==> src/rtl/rf_wb_arbiter.sv <==
// Register-file write-port arbiter and pending long-write scoreboard.
// Optional anti-starvation counter: define RF_ARB_ANTISTARVE_EN.
module rf_wb_arbiter #(
    parameter int XLEN         = 32,
    parameter int RFIDX_WIDTH  = 5,
    parameter int ADDR_SIZE    = 32,
    parameter int STARVE_LIMIT = 4
) (
    input  logic                        clk,
    input  logic                        reset,
    input  logic                        p_we,
    input  logic [RFIDX_WIDTH-1:0]      p_wa,
    input  logic [XLEN-1:0]             p_wd,
    input  logic [ADDR_SIZE-1:0]        p_pc,
    output logic                        p_stall,
    input  logic                        iss_valid,
    input  logic [RFIDX_WIDTH-1:0]      iss_rd,
    input  logic                        m_valid,
    input  logic [RFIDX_WIDTH-1:0]      m_wa,
    input  logic [XLEN-1:0]             m_wd,
    input  logic [ADDR_SIZE-1:0]        m_pc,
    output logic                        m_ready,
    output logic                        we3,
    output logic [RFIDX_WIDTH-1:0]      wa3,
    output logic [XLEN-1:0]             wd3,
    output logic [ADDR_SIZE-1:0]        pc,
    output logic [(1<<RFIDX_WIDTH)-1:0] pend
);

    localparam int NREG = 1 << RFIDX_WIDTH;

    logic            pipe_claim;
    logic            force_long;
    logic            handshake;
    logic [NREG-1:0] pend_q;
    logic [NREG-1:0] pend_d;

    assign pipe_claim = p_we && (p_wa != '0);

`ifdef RF_ARB_ANTISTARVE_EN
    localparam int CW = (STARVE_LIMIT < 1) ? 1 : $clog2(STARVE_LIMIT + 1);

    logic [CW-1:0] starve_q;

    assign force_long = m_valid && (starve_q == CW'(STARVE_LIMIT));

    // Counts consecutive denied cycles; saturates so the force holds.
    always_ff @(posedge clk or posedge reset) begin
        if (reset) begin
            starve_q <= '0;
        end else if (!m_valid || handshake) begin
            starve_q <= '0;
        end else if (starve_q != CW'(STARVE_LIMIT)) begin
            starve_q <= starve_q + 1'b1;
        end
    end
`else
    assign force_long = 1'b0;
`endif

    always_comb begin
        m_ready   = 1'b0;
        p_stall   = 1'b0;
        handshake = 1'b0;
        we3       = 1'b0;
        wa3       = '0;
        wd3       = '0;
        pc        = '0;
        if (!reset) begin
            m_ready   = force_long || !pipe_claim;
            p_stall   = force_long;
            handshake = m_valid && m_ready;
            if (pipe_claim && !force_long) begin
                we3 = 1'b1;
                wa3 = p_wa;
                wd3 = p_wd;
                pc  = p_pc;
            end else if (handshake) begin
                we3 = (m_wa != '0);
                wa3 = m_wa;
                wd3 = m_wd;
                pc  = m_pc;
            end
        end
    end

    // Clear first so a same-cycle issue to the same register wins.
    always_comb begin
        pend_d = pend_q;
        if (handshake) begin
            pend_d[m_wa] = 1'b0;
        end
        if (iss_valid && (iss_rd != '0)) begin
            pend_d[iss_rd] = 1'b1;
        end
        pend_d[0] = 1'b0;
    end

    always_ff @(posedge clk or posedge reset) begin
        if (reset) begin
            pend_q <= '0;
        end else begin
            pend_q <= pend_d;
        end
    end

    assign pend = pend_q;

endmodule

==> config.mk <==
export PLATFORM = sky130hd
export DESIGN_NAME = rf_wb_arbiter
export DESIGN_NICKNAME = d
export VERILOG_FILES = /design/src/rtl/rf_wb_arbiter.sv
export SDC_FILE = /design/constraint.sdc
export NUM_CORES = 1
export LEC_CHECK = 0
export BUFFER_PORTS_ARGS = -buffer_cell sky130_fd_sc_hd__buf_2
export CORE_ASPECT_RATIO = 2
export CORE_MARGIN = 5
export CORE_UTILIZATION = 30
export CTS_BUF_LIST = sky130_fd_sc_hd__clkbuf_16
export DETAILED_ROUTE_END_ITERATION = 7
export PLACE_DENSITY = 0.72
export SLEW_MARGIN = 20
export SYNTH_ARGS = -nofsm -noshare
export SYNTH_HDL_FRONTEND = slang
export SYNTH_SLANG_ARGS = --single-unit
==> constraint.sdc <==
create_clock -name clk -period 4.2 [get_ports clk]
set_input_delay 1.05 -clock clk [delete_from_list [all_inputs] [get_ports clk]]
set_output_delay 1.05 -clock clk [all_outputs]
set_load 0.02 [all_outputs]
After elaboration in Yosys (flattened, before gate mapping)
Index checks and enable logic that the tools add are counted.

cells by class
  magnitude comparators = 4
  mux-type cells = 20
  bitwise operators = 3
  reduce and logical (&&, ||, !) cells = 9

operators with widths
  kind                  number
  $mux W32              8
  $and A32 B32 Y32      1
  $not A32 Y32          1
  $or A32 B32 Y32       1
  $mux W5               3
  $reduce_bool A5 Y1    3
  $lt A5 B6 Y1 const B  2
  $demux W1 S5          2
  $ge A5 B1 Y1 const B  2
  $mux W1               7
  $logic_and A1 B1 Y1   5
  $logic_not A1 Y1      1

word-level totals
  flip-flop bits (word level) = 31
  input port bits = 148
  output and inout port bits = 104
  word-level logic and storage cells = 37

Longest topological paths before layout
  depth in word-level cells = 9
  gate-level depth with buffers = 7
  depth with buffers taken out = 3

Worst setup path before layout
No wires, ideal clock.

  path type = input port to output port
  from = input reset
  to = output pc[23]
  arrival time = 2954 ps
  required time = 3150 ps
  slack = 196 ps
  stages = 5
  cells stage by stage = clkbuf_1 > inv_1 > clkbuf_1 > nand2_1 > mux2i_1

on the way
  word-level cells in the longest chain between the ends = 1

RTL lines
  element          RTL line  RTL
  start, declared  10        input logic reset,
  $mux W32         69        if (!reset) begin
  end, declared    26        output logic [ADDR_SIZE-1:0] pc,

No other way between the ends.

Final worst setup path
  from = input p_wa[4]
  to = output wd3[23]

on the way
  word-level cells in the longest chain between the ends = 7

RTL lines
  element                  RTL line  RTL
  start, declared          12        input logic [RFIDX_WIDTH-1:0] p_wa,
  $reduce_bool A5 Y1 (*)   38        assign pipe_claim = p_we && (p_wa != '0);
  $logic_and A1 B1 Y1 (*)  38
  $logic_not A1 Y1         70        m_ready = force_long || !pipe_claim;
  $logic_and A1 B1 Y1      72        handshake = m_valid && m_ready;
  $mux W32                 78        end else if (handshake) begin
  $mux W32 (*)             73        if (pipe_claim && !force_long) begin
  $mux W32 (*)             69
  end, declared            25        output logic [XLEN-1:0] wd3,

Every way passes the cells marked *; elsewhere a longest branch is shown, timed or not.

==> impl_metrics.json <==
{
  "largest_reg_flops": 31,
  "synth_edf_count": 0,
  "synth_area_leader_cell": "dfrtp_1",
  "n_fill_cell": 1062,
  "die_w_um": 81.2,
  "clkPwrFrac_pct": 28.4,
  "clk_pin_slew_worst_paths_ns": 0.05,
  "antenna_left": 0,
  "path_buf_inv": 3,
  "fmax_ghz": 0.247,
  "setup_violations": 0,
  "seqPwrFrac_pct": 29.0,
  "start_util_pct": 30.4,
  "finalHoldViolCount": 0,
  "postCtsResizedCells": 0,
  "drtIter0Drc": 273,
  "num_vias": 4066,
  "wire_per_inst_um": 20.4,
  "regArea_um2": 776,
  "post_cts.repair.setup_buffers": 0,
  "arrival_ns": 3.01,
  "relSlewSlack_pct": 36.3,
  "grt_usage_pct": 24.8,
  "worst_r2r_startpoint": "pend[6]$_DFF_PP0_",
  "clk_latency_ns": 0.28,
  "ir_drop_uv": 199,
  "min_period_ns": 4.06,
  "num_rows": 52,
  "gp_congestion": 0.901,
  "crit_top_cell": "buf_2",
  "async_reset_ff_share_pct": 100,
  "grt_use_met1_pct": 30.8,
  "grt.busiest_layer": "met2",
  "numPortBuffers": 249,
  "cap_viol_max_count": 0,
  "rsz0062_at_grt": "no",
  "hold_buffers": 0,
  "nets": 785,
  "avgSynthCellArea_um2": 7.27,
  "multi_input_area_mm2": 0.00206,
  "synth.cell_area_mm2": 0.00304,
  "drive_above_1_share_pct": 43.3,
  "synth.area.top_cells": "dfrtp_1 (25%), mux2i_1 (21%), nand2_1 (16%), a21oi_1 (11%), a211oi_1 (7.6%)",
  "netlist.area_leader.share_pct": 25.5,
  "cts_root_buffer": "clkbuf_16",
  "synth_seq_cells": 31,
  "hold_start": "pend[12]$_DFF_PP0_",
  "yosysMostFrequentCell": "nand2_1",
  "ys.warnings.count": 0,
  "clkSinkCount": 31,
  "leakage_nw": 2.41,
  "netlist_top_cells_count": "nand2_1 (133), a21oi_1 (66), mux2i_1 (64), clkbuf_1 (35)",
  "grt_overflow": 0,
  "cts_tree": "done",
  "die_h_um": 152,
  "firstDrtPassIters": 5,
  "endpoint_kind": "output pin",
  "core_mm2": 0.0100,
  "skew_ns": 0,
  "total_power_mw": 1.44,
  "cpMaxStageDelayCell": "or4_1",
  "cp_cell_sequence": "buf_2 > or4_1 > o21a_4 > buf_4 > mux2i_1 > buf_2",
  "hold_class": "flip-flop to flip-flop",
  "tns_ns": 0,
  "fin_crit_sh_pct": 96.6,
  "dp_hpwl_um": 13100,
  "worst-path-max-fanout": 38,
  "swShare_pct": 39.6,
  "cp_slowest_stage_delay_ns": 0.64,
  "worstSetupPathType": "primary input to output pin",
  "worstMarginPinSlew_ns": 0.953,
  "holdPathEnd": "pend[12]$_DFF_PP0_",
  "io_pins": 252,
  "outcome": "complete, no violations",
  "antenna_cells": 0,
  "min_path_cells": 2,
  "r2r_cells": 2,
  "clockBufferDepth": 2,
  "grt_pass1_wl_um": 23000,
  "switchingPower_uw": 569,
  "critPathLaunchType": "primary input",
  "critPathTopFamily": "simple AND/OR/NAND/NOR gates",
  "route.detailed.drc": 0,
  "finalWirelength_um": 15800,
  "r2r-end": "pend[6]$_DFF_PP0_",
  "gr-usage-met2_pct": 40.4,
  "design.die.area_mm2": 0.0124,
  "grt_pass1_vias": 4108,
  "antenna_found_initial": 1,
  "r2r_slack_ns": 3.48,
  "htree_levels": 2,
  "yosysSeqAreaShare_pct": 25.5,
  "crit_required_ns": 3.15,
  "synth_cell_types": 34,
  "p_int_uw": 869,
  "powerDensity_mw_per_mm2": 317,
  "via_per_inst": 5.26,
  "numCtsBuffers": 5,
  "syn_inst": 419,
  "maxSlewViolCount": 0,
  "grt_max_degree": 66,
  "area_growth_pct": 48.8,
  "power_frac_comb_pct": 42.6,
  "synth_ff_type": "dfrtp_1",
  "grtUsageMet3_pct": 8.05
}
through the flow:
stage / std cells / setup WS (ns) / hold slack, ns / cell area [um2] / utilization (%)
finish: 773 / 0.144 / 0.529 / 4530 / 45.2
global route: 773 / 0.0533 / 0.546 / 4530 / 45.2
CTS: 773 / 0.178 / 0.530 / 4530 / 45.2
detailed placement: 765 / 0.195 / 0.517 / 4360 / 43.5
global placement: 765 / 0.244 / 0.502 / 4360 / 43.5
floorplan: 420 / 0.196 / 0.629 / 3050 / -
worst min-delay path: stages (launching register included):
cell and delay [ns]:
dfrtp_1 0.34, a21oi_1 0.04, a21oi_1 0.10
cell type report:
cell class              count  share of cell area, %
clock buffers               5                   2.76
clock inverters             3                  0.856
inverters                   2                  0.166
multi-input cells         338                   45.4
flip-flops and latches     31                   17.1
well taps                 135                   3.73
repair buffers            259                   30.0
routing by layer:
layer,wire (um),vias up
li1,-,1895
met1,6060,1850
met2,7370,288
met3,1940,31
met4,399,2
met5,20,-
worst max-delay path by stage:
stage / startpoint / end / slack, ns / depth (start not counted)
detailed placement: p_wa[4] / wd3[24] / 0.19 / 6
global placement: p_wa[4] / pc[2] / 0.24 / 5
global route: p_wa[4] / wd3[23] / 0.05 / 6
finish: p_wa[4] / wd3[23] / 0.14 / 6
floorplan: reset / pc[23] / 0.20 / 5
CTS: p_wa[4] / wd3[23] / 0.18 / 6
layout by cell type (no fill, tap or decap), drive strengths merged, types with 2 or more instances in the layout:
cell type	instances
a211oi	31
a21oi	66
a22oi	2
and4b	3
buf	259
clkbuf	5
clkinv	2
conb	2
dfrtp	31
inv	2
mux2i	64
nand2	133
nand3	2
nand3b	3
nor2	3
nor2b	4
nor4bb	3
o21ai	3
or3	3
or3b	3
or4bb	2
logic make-up after synthesis:
group / Yosys count / synth area share (%)
and+or+nand+nor: 165 / 24.6
AOI/OAI and AO/OA: 107 / 20.8
muxes: 64 / 21.0
buffers and inverters: 51 / 7.97
DFF: 31 / 25.5
other: 1 / 0.123
power by group through the flow:
stage,Clock [mW],Sequential [mW],Combinational (mW)
finish,0.409,0.417,0.612
floorplan,0,0.505,0.260
global placement,0,0.419,0.602
CTS,0.413,0.417,0.613
global route,0.430,0.423,0.656
detailed placement,0,0.421,0.611
Note: power is estimated with default switching activity, not from simulation.
